### src/rtl/peb_mac_dispatch.sv
// Round-robin row dispatcher for the MAC array of one PEB: grants rows to idle MACs and tracks completions.
// Optional stall perf counter compiled only when ARB_PERF_CNT_EN is defined.
module peb_mac_dispatch #(
  parameter int unsigned NUM_MAC = 4,
  parameter int unsigned ROW_W   = 5
) (
  input  logic               clk,
  input  logic               rst,
  input  logic               PEB_Sta,
  input  logic [ROW_W-1:0]   PEB_RowNum,
  input  logic [1:0]         PEB_WeiCol,
  input  logic [NUM_MAC-1:0] MACARB_ReqHelp,
  output logic [NUM_MAC-1:0] ARBMAC_Rst,
  output logic [ROW_W-1:0]   ARBMAC_Row,
  output logic [1:0]         PEBMAC_WeiCol,
  output logic               ARBPEB_Busy,
  output logic               ARBPEB_Fnh,
  output logic [15:0]        ARBPEB_StallCnt
);

  localparam int unsigned PTR_W = $clog2(NUM_MAC);
  localparam int unsigned SUM_W = ROW_W + 1;
  localparam int unsigned CNT_W = 16;

  typedef enum logic [1:0] {
    S_IDLE     = 2'd0,
    S_DISPATCH = 2'd1,
    S_DRAIN    = 2'd2,
    S_DONE     = 2'd3
  } state_e;

  state_e             state_q;
  logic [NUM_MAC-1:0] mac_rst_q;
  logic [NUM_MAC-1:0] busy_q, busy_d;
  logic [ROW_W-1:0]   row_q;
  logic [ROW_W-1:0]   rownum_q;
  logic [ROW_W-1:0]   issued_q;
  logic [ROW_W-1:0]   done_cnt_q, done_cnt_d;
  logic [1:0]         weicol_q;
  logic               busy_out_q;
  logic               fnh_q;
  logic [PTR_W-1:0]   rr_ptr_q, rr_ptr_d;

  logic [NUM_MAC-1:0] elig;
  logic [NUM_MAC-1:0] cmpl;
  logic [NUM_MAC-1:0] gnt_oh;
  logic [PTR_W-1:0]   gnt_idx;
  logic               gnt_found;
  logic               rows_left;
  logic               do_grant;
  logic [SUM_W-1:0]   done_sum;
  int                 scan_idx;

  // A MAC pulsed this cycle still shows ReqHelp, so it is neither eligible nor completing.
  assign cmpl      = busy_q & MACARB_ReqHelp & ~mac_rst_q;
  assign elig      = MACARB_ReqHelp & ~busy_q & ~mac_rst_q;
  assign rows_left = (issued_q < rownum_q);

  // First eligible MAC scanning upward from rr_ptr with wrap.
  always_comb begin
    gnt_found = 1'b0;
    gnt_idx   = '0;
    scan_idx  = 0;
    for (int k = 0; k < int'(NUM_MAC); k++) begin
      scan_idx = (int'(rr_ptr_q) + k) % int'(NUM_MAC);
      if (!gnt_found && elig[PTR_W'(scan_idx)]) begin
        gnt_found = 1'b1;
        gnt_idx   = PTR_W'(scan_idx);
      end
    end
  end

  assign do_grant = (state_q == S_DISPATCH) && rows_left && gnt_found;
  assign gnt_oh   = do_grant ? (NUM_MAC'(1) << gnt_idx) : '0;
  assign busy_d   = (busy_q & ~cmpl) | gnt_oh;

  always_comb begin
    rr_ptr_d = rr_ptr_q;
    if (do_grant) begin
      rr_ptr_d = (gnt_idx == PTR_W'(NUM_MAC - 1)) ? '0 : gnt_idx + PTR_W'(1);
    end
  end

  // Completion count saturates instead of wrapping.
  assign done_sum   = {1'b0, done_cnt_q} + SUM_W'($countones(cmpl));
  assign done_cnt_d = done_sum[ROW_W] ? '1 : done_sum[ROW_W-1:0];

  always_ff @(posedge clk) begin
    if (rst) begin
      state_q    <= S_IDLE;
      mac_rst_q  <= '0;
      busy_q     <= '0;
      row_q      <= '0;
      rownum_q   <= '0;
      issued_q   <= '0;
      done_cnt_q <= '0;
      weicol_q   <= '0;
      busy_out_q <= 1'b0;
      fnh_q      <= 1'b0;
      rr_ptr_q   <= '0;
    end else begin
      mac_rst_q  <= gnt_oh;
      busy_q     <= busy_d;
      rr_ptr_q   <= rr_ptr_d;
      done_cnt_q <= done_cnt_d;
      fnh_q      <= 1'b0;
      if (do_grant) begin
        row_q    <= issued_q;
        issued_q <= issued_q + ROW_W'(1);
      end
      case (state_q)
        S_IDLE: begin
          if (PEB_Sta) begin
            rownum_q   <= PEB_RowNum;
            weicol_q   <= PEB_WeiCol;
            issued_q   <= '0;
            done_cnt_q <= '0;
            busy_out_q <= 1'b1;
            state_q    <= (PEB_RowNum == '0) ? S_DRAIN : S_DISPATCH;
          end
        end
        S_DISPATCH: begin
          if (!rows_left) begin
            state_q <= S_DRAIN;
          end
        end
        S_DRAIN: begin
          if ((busy_q == '0) && (done_cnt_q == rownum_q)) begin
            state_q    <= S_DONE;
            busy_out_q <= 1'b0;
            fnh_q      <= 1'b1;
          end
        end
        S_DONE: begin
          state_q <= S_IDLE;
        end
        default: begin
          state_q <= S_IDLE;
        end
      endcase
    end
  end

`ifdef ARB_PERF_CNT_EN
  logic [CNT_W-1:0] stall_q;

  // Dispatch cycles with rows pending but no MAC to take one.
  always_ff @(posedge clk) begin
    if (rst) begin
      stall_q <= '0;
    end else if ((state_q == S_IDLE) && PEB_Sta) begin
      stall_q <= '0;
    end else if ((state_q == S_DISPATCH) && rows_left && !gnt_found && (stall_q != '1)) begin
      stall_q <= stall_q + CNT_W'(1);
    end
  end

  assign ARBPEB_StallCnt = stall_q;
`else
  assign ARBPEB_StallCnt = '0;
`endif

  assign ARBMAC_Rst    = mac_rst_q;
  assign ARBMAC_Row    = row_q;
  assign PEBMAC_WeiCol = weicol_q;
  assign ARBPEB_Busy   = busy_out_q;
  assign ARBPEB_Fnh    = fnh_q;

endmodule
### config.mk
export PLATFORM = sky130hd
export DESIGN_NAME = peb_mac_dispatch
export DESIGN_NICKNAME = d
export VERILOG_FILES = /design/src/rtl/peb_mac_dispatch.sv
export SDC_FILE = /design/constraint.sdc
export NUM_CORES = 1
export LEC_CHECK = 0
export CORE_ASPECT_RATIO = 0.7
export CORE_MARGIN = 4
export CORE_UTILIZATION = 30
export DETAILED_ROUTE_END_ITERATION = 10
export REMOVE_ABC_BUFFERS = 1
export SYNTH_ARGS = -nofsm -noshare
export SYNTH_HDL_FRONTEND = slang
export SYNTH_SLANG_ARGS = --single-unit
export TNS_END_PERCENT = 5
### constraint.sdc
create_clock -name clk -period 3 [get_ports clk]
set_input_delay 0.45 -clock clk [delete_from_list [all_inputs] [get_ports clk]]
set_output_delay 0.45 -clock clk [all_outputs]
set_load 0.02 [all_outputs]
==> run metrics <==
Synth Area per Inst=8.355 um^2; Lkg Pwr=0.9212 nW; Final min period=2627 ps; Mapped Area=2047 um^2; FP Rows=24; Main synth FF type=dfxtp_1; post-CTS sizing=0; filler instances=661; YS warnings=0; Post-synth EDFFs=0; antenna viol nets, final=0; fin area=2461 um^2; Via density=4.757; max_cap viols=0; GR Overflow Total=0; worst rel slew slack=64.69%; Fin. Hold Viols=0; Slew @ Worst Pin=528.4 ps; die width=106.7 um; Worst-Skew Late Latency=300 ps; top cells by area, synth=dfxtp_1 35%, ha_1 7.9%, a21oi_1 7.1%; placed insts=358; Num CTS Buffers=5; final period utilization=87.56%; largest net degree at the start of global routing=29; # hold bufs at CTS=0; routed vias=1741; Seq/Total Area, Yosys=35.21%; area post-placement=2371 um^2; Final Setup Violations=0; Cell variety after synth=43; drt wl/cell=12.85 um; TNS Setup=0 ps; ANT cells=0; Starting Density=31.85%; DRT iter0 DRCs=84; FMAX=380.7 MHz; CP Launch Point=MACARB_ReqHelp[0]; Final HPWL DP=3496 um; Synth Instances=245; Nets=304; die area=8230 um^2; Post-CTS Setup Repair Bufs=0; cell taking the most area after synthesis=dfxtp_1; number of synthesized register bits=36; initial antenna violation count=0; minimum hold slack=457.8 ps; Fin Clk Skew=8.195 ps; CTS tree=yes; fraction of layout cells with a size suffix above 1=8.000%; Crit Path Category=in2reg; CTS Root Cell=clkbuf_8; Final Power=1.440 mW; Non-Filler Instances=366; Placer Congestion=0.8180; peak supply drop=0.2123 mV; final slew viol count=0; Reg-to-Reg Start=ARBMAC_Rst[0]; clock sinks=36; Hold Crit Class=reg2reg; ys async rst share=0%; DRC=0; Total Routing Usage GR=11.92%; required time worst endpoint=3220 ps; # IOs=43; Die Y=77.11 um; RSZ-0062 raised after global routing=false; power per cell area=585.1 nW/um^2; htree depth=2; deepest clock path buffer count=2; CP max FO=4; core footprint=6426 um^2; status=completed; Hold Startpoint=PEBMAC_WeiCol[0]; Worst EP arrival=2850 ps; clock transition at the registers of the reported paths=80 ps; Setup crit start kind=primary input; I/O Buffers=26; share of the synthesized area in the top cell type=35.21%; DR pass1 iterations=4; Total Wirelength=4702 um; vias in the first global route=1533; Setup crit end kind=flop; first-pass GRT wire length=7838 um; Area Growth Syn to Fin=20.23%
-- where the power goes --
group	switching [mW]	leakage, nW	internal, mW	total [mW]
sequential	0.0432	0.292	0.530	0.573
combinational	0.295	0.584	0.204	0.498
clock	0.181	0.0455	0.188	0.368
-- final cells by class --
cell class                 instances  area, um^2  share of cell area [%]
tap                               91       113.9                   4.626
sequential                        36       720.7                   29.28
inverter                          16       60.06                   2.440
timing repair buffer              33       312.8                   12.71
multi-input combinational        182        1164                   47.28
clock buffer                       8       90.09                   3.660
-- worst max-delay path: stages --
cell             delay (ps)
clkdlybuf4s50_1         510
nand3b_1                120
fa_1                    500
fa_1                    470
fa_1                    420
nor2_1                  150
o21ai_0                  90
a31oi_1                 150
-- cells in the mapped netlist (all sizes together), types with 2 or more instances --
cell and count:
buf 18, fa 3, nor2b 2, or4 4
nand3b 7, a21oi 29, nor4 3, o21ai 19
or3 2, inv 16, a211oi 2, clkbuf 8
a31oi 2, xor2 6, nor2 13, nand2 15
nand2b 2, ha 13, nand3 21, nor3b 8
dfxtp 36
-- layer usage --
metal | vias up | part of all wire, % | global-route usage [%]
met1 | 804 | 54 | 18.51
met2 | 48 | 38 | 14.57
met4 | 0 | 1.5 | 3.448
met3 | 8 | 7.0 | 4.614
met5 | - | 0 | 0
li1 | 881 | - | -
-- cells by family (layout without fill, tap and decap cells) --
family          count (synthesis)  after routing  share of synthesized area, %
mux                             1              1                        0.4890
simple gates                   82             82                         22.92
xor+xnor                        6              6                         2.567
other cells                     1             16                        0.1832
compound gates                 61             61                         17.05
fa+ha+maj                      16             16                         10.88
flops                          36             36                         35.21
buf+inv                        42             57                         10.70
-- layout by cell type, fill, tap and decap left out, drive strengths merged, types with 2 or more instances in the layout --
cell type       n
fa              3
nand2b          2
nand3b          7
nor2b           2
nor2           13
buf             7
nand3          21
or4             4
inv            16
o21ai          19
or3             2
conb           16
xor2            6
clkbuf          8
ha             13
a21oi          29
clkdlybuf4s50  26
nor4            3
nand2          15
a31oi           2
nor3b           8
dfxtp          36
a211oi          2
-- per-stage QoR --
stage | utilization [%] | worst slack, ps
2_1_floorplan | - | 680.2
3_3_place_gp | 36.90 | 123.4
3_5_place_dp | 36.90 | 57.05
4_1_cts | 38.30 | 361.0
5_1_grt | 38.30 | 239.2
6_report | 38.30 | 373.3
-- registers in the layout, summed over array words and instances, names as in the netlist --
register       cells
ARBPEB_Busy        1
busy_q             4
rr_ptr_q           2
PEBMAC_WeiCol      2
done_cnt_q         5
ARBMAC_Rst         4
ARBPEB_Fnh         1
ARBMAC_Row         5
state_q            2
rownum_q           5
issued_q           5
-- worst paths after layout --
check | slack [ps] | depth (start not counted) | endpoint
hold reg to reg | 460 | 2 | PEBMAC_WeiCol[0]
setup reg to reg | 620 | 7 | done_cnt_q[4]
setup / recovery | 370 | 8 | done_cnt_q[4]
hold / removal | 460 | 2 | PEBMAC_WeiCol[0]
Note: power is estimated with default switching activity, not from simulation.
==> patch 1, RTL diff (config.mk and constraints unchanged) <==
Set the parameter `ROW_W` to 7 (it was 5).
--- a/src/rtl/peb_mac_dispatch.sv
+++ b/src/rtl/peb_mac_dispatch.sv
@@ -3,5 +3,5 @@
 module peb_mac_dispatch #(
   parameter int unsigned NUM_MAC = 4,
-  parameter int unsigned ROW_W   = 5
+  parameter int unsigned ROW_W   = 7
 ) (
   input  logic               clk,
Ports: changed (resized ARBMAC_Row and PEB_RowNum); port bits go from 43 to 47. The function was not compared with the original's and may differ.
==> patch 1 against the original RTL <==
Setup slack worse by 65 ps. First-iteration DRC count is 19% lower. Clock power is 78% higher. Total power is 32% higher. Combinational power is 11% higher. Critical path type unchanged. Sequential cell count is 8 higher. Via count is 19% higher. Wire length is 19% higher. Sequential share of layout area is 0.16 points lower. Cell area is 23% higher. Area after synthesis is 22% higher.
==> patch 1: results (changes against the original RTL) <==
| Metric | Value |
|---|---|
| DP Wirelength | `4.248 mm (+22%)` |
| Crit path DAT | `2900 ps (+50 ps)` |
| Slew margin rel. | `0.6190 (-0.02791)` |
| Fin nets | `353 (+16%)` |
| Met1 WL | `2.858 mm (+12%)` |
| Place WS | `3.532 ps (-53.52 ps)` |
| DR WL met3 | `220 µm (-33%)` |
| Min Hold Slack | `457.5 ps (-0.3260 ps)` |
| DP Area | `2841 µm² (+20%)` |
| Share of cells above drive strength 1 | `0.06563 (-0.01437)` |
| Worst r2r src | `busy_q[2]` |
| Fin cells | `421 (+15%)` |
| Net Sw Frac | `0.3195 (-0.04045)` |
| Worst vdd ir | `247.9 µV (+17%)` |
| Comb pwr share | `0.291 (-0.055)` |
| Root Driver | `clkbuf_16` |
| Final GP Congestion | `0.8783 (+7.4%)` |
| Synth top cells by count | `dfxtp_1, a21oi_1, nand2_1` |
| Vias in the first global route | `2048 (+34%)` |
| Status | `completed` |
| Pwr Density | `627.7 nW/µm² (+7.3%)` |
| Post-Place Cells | `413 (+15%)` |
| Met1 usage in global routing | `0.1699 (-0.01511)` |
| Met2 wire length | `2.478 mm (+40%)` |
| Worst Setup EP | `done_cnt_q[1]` |
| Fin Clk Skew | `4.057 ps (-4.138 ps)` |
| Via density per instance | `4.938 (+3.8%)` |
| Largest cells by area after synthesis | `dfxtp_1, ha_1, a21oi_1` |
| Hold path start | `PEBMAC_WeiCol[1]` |
| M2 GR Usage | `0.1828 (+0.03703)` |
| Reg2reg setup slack | `560 ps (-60 ps)` |
| DR iter-0 viols | `68 (-19%)` |
| Clk slew on worst S/H paths | `60 ps (-20 ps)` |
| GRT Overall Usage | `0.1198 (+0.0006126)` |
| Routed wire length | `5.618 mm (+19%)` |
| Met3 GRT Util | `0.02594 (-0.02020)` |
| Leakage Power | `1.153 nW (+25%)` |
| Largest net degree at the start of global routing | `35 (+21%)` |
| First-pass GRT wire length | `9.694 mm (+24%)` |
[patch 1: kinds of logic after synthesis]
| family | share of synthesized area |
|---|---|
| flops | 0.3522 |
| fa+ha+maj | 0.09905 |
| xor+xnor | 0.03152 |
| simple gates | 0.2236 |
| buf+inv | 0.1005 |
| compound gates | 0.1746 |
| other cells | 0.001499 |
| mux | 0.01701 |
[patch 1: final cells by class]
cell class | instances | area [µm²]
Clock buffer | 7 | 152.6
Clock inverter | 1 | 30.03
Fill cell | 819 | 4949
Inverter | 21 | 78.83
Multi-Input combinational cell | 213 | 1425
Sequential cell | 44 | 880.8
Tap cell | 101 | 126.4
Timing Repair Buffer | 34 | 330.3
[patch 1: worst min-delay path: cells and delay by family, from the launching register on]
| family | cells | cell delay [ps] |
|---|---|---|
| flops | 1 | 310 |
| simple gates | 1 | 50 |
| compound gates | 1 | 50 |
==> patch 2, RTL diff (same flow settings) <==
Made on the original files. Re-encode `state_e` (4 states) as Gray code, 2 bits wide.
--- a/src/rtl/peb_mac_dispatch.sv
+++ b/src/rtl/peb_mac_dispatch.sv
@@ -24,8 +24,8 @@
 
   typedef enum logic [1:0] {
-    S_IDLE     = 2'd0,
-    S_DISPATCH = 2'd1,
-    S_DRAIN    = 2'd2,
-    S_DONE     = 2'd3
+    S_IDLE     = 2'b00,
+    S_DISPATCH = 2'b01,
+    S_DRAIN    = 2'b11,
+    S_DONE     = 2'b10
   } state_e;
 
Function: same outputs for any inputs over 10 cycles, from zero or initial values and one cycle with rst high; not proved beyond that.
==> patch 2 against the original RTL <==
Wire length fell by 6.3%. Cell area fell by 4.4%. Setup slack improved by 9.9 ps. Sequential cell count did not move. Area after synthesis fell by 4.0%. Register-to-register slack barely moved. Global-route usage rose by 0.075 points. Non-clock buffer count fell by 5. Die area fell by 3.7%. First-iteration DRC count fell by 3.6%. Via count fell by 7.8%. Highest routed layer unchanged.
Power is not compared: it rests on default switching activity, and its combinational part moved more than twofold at a synthesized area within 25%.
==> patch 2: results (changes against the original RTL) <==
| Metric | Value |
|---|---|
| Antenna violations before repair | `0 (unchanged)` |
| Fin nets | `274 (-9.9%)` |
| DP Area | `2242 µm² (-5.4%)` |
| Post-Place Cells | `318 (-11%)` |
| # resized after CTS | `0 (unchanged)` |
| WL per Instance | `13.51 µm (+5.2%)` |
| Initial DRT Pass Iterations | `4 (unchanged)` |
| Final GP Congestion | `0.7779 (-4.9%)` |
| Routed wire length | `4.404 mm (-6.3%)` |
| Crit path DAT | `2850 ps (about the same)` |
| DR iter-0 viols | `81 (-3.6%)` |
| Post-synthesis cell count | `220 (-10%)` |
| Largest net degree at the start of global routing | `18 (-38%)` |
| CP max FO | `4 (unchanged)` |
| Clk slew on worst S/H paths | `80 ps (about the same)` |
| Root Driver | `clkbuf_8` |
| Synth top cells by count | `dfxtp_1, a21oi_1, nor2_1` |
| Cell variety after synth | `44 (+2.3%)` |
| Critical-path top delay cell | `clkdlybuf4s50_1` |
| Largest cells by area after synthesis | `dfxtp_1, buf_4, ha_1` |
| Status | `completed` |
| Slew margin rel. | `0.3054 (-0.3415)` |
| DP Wirelength | `3.355 mm (-4.0%)` |
| Via density per instance | `4.923 (+3.5%)` |
| First-pass GRT wire length | `7.438 mm (-5.1%)` |
| Seq/Total Area, Yosys | `0.3669 (+0.01480)` |
| CTS buffer count | `5 (unchanged)` |
| Worst r2r src | `busy_q[0]` |
| Hold WC Path Type | `flop to flop` |
| Vias in the first global route | `1568 (+2.3%)` |
| Place WS | `58.95 ps (+1.907 ps)` |
| Share of cells above drive strength 1 | `0.08065 (+0.0006452)` |
| Asr flop ratio synth | `0 (unchanged)` |
| Hold path start | `ARBMAC_Row[3]` |
| Worst vdd ir | `219.1 µV` |
| CP max stage delay | `520 ps` |
| Clk buf depth | `2 (unchanged)` |
| Fin Clk Skew | `8.087 ps (-0.1077 ps)` |
| GRT Overall Usage | `0.1199 (+0.0007495)` |
| Post-CTS Setup Bufs | `0 (unchanged)` |
-- patch 2: cell types whose count changed in the layout (fill, tap and decap cells not counted), moves of 4 or more --
cell     before  now
a21oi_1      29   23
and2_1        0    4
buf_4         7    2
inv_1        16   11
nand2_1      15    5
nand3_1      20    8
nor2_1       13   19
nor3b_1       7    1
o21ai_0      19   15
-- patch 2: area by class of cell --
| class | count | area [µm²] |
|---|---|---|
| timing repair buffer | 28 | 275.3 |
| tap | 78 | 97.59 |
| sequential | 36 | 720.7 |
| clock buffer | 5 | 68.82 |
| fill | 647 | 3923 |
| clock inverter | 3 | 42.54 |
| inverter | 12 | 45.04 |
| multi-input combinational | 164 | 1104 |
-- patch 2: routing by layer --
layer,track usage,part of all wire,wire [µm]
met4,0.04658,0.017,76
met2,0.1910,0.43,1890
met5,0,0,0
met1,0.1545,0.49,2166
met3,0.03895,0.061,270
-- patch 2: cells by family (layout without fill, tap and decap cells) --
logic type | count (synthesis) | in the layout | synth area share
compound gates | 53 | 53 | 0.1701
xor+xnor | 6 | 6 | 0.02676
fa+ha+maj | 13 | 13 | 0.09427
buf+inv | 35 | 48 | 0.1000
flops | 36 | 36 | 0.3669
mux | 4 | 4 | 0.02038
other cells | 1 | 16 | 0.001909
simple gates | 72 | 72 | 0.2197
-- patch 2: power by group --
part	switching [mW]	internal, mW	total [mW]
clock	0.194	0.246	0.441
combinational	0.129	0.0884	0.217
sequential	0.0221	0.500	0.522
-- patch 2: final timing paths --
| path | end | slack [ps] | depth (start not counted) |
|---|---|---|---|
| worst max-delay path | done_cnt_q[4] | 380 | 8 |
| worst min-delay path | ARBMAC_Row[3] | 490 | 2 |
| worst max register to register | done_cnt_q[4] | 620 | 7 |
| worst min register to register | ARBMAC_Row[3] | 490 | 2 |
-- patch 2: critical path, delay by kind of cell --
family / cells / cell delay (ps)
AO/OA/AOI/OAI: 2 / 220
adder cells (fa/ha/maj): 3 / 1420
buffers and inverters: 1 / 520
AND/OR/NAND/NOR: 2 / 250
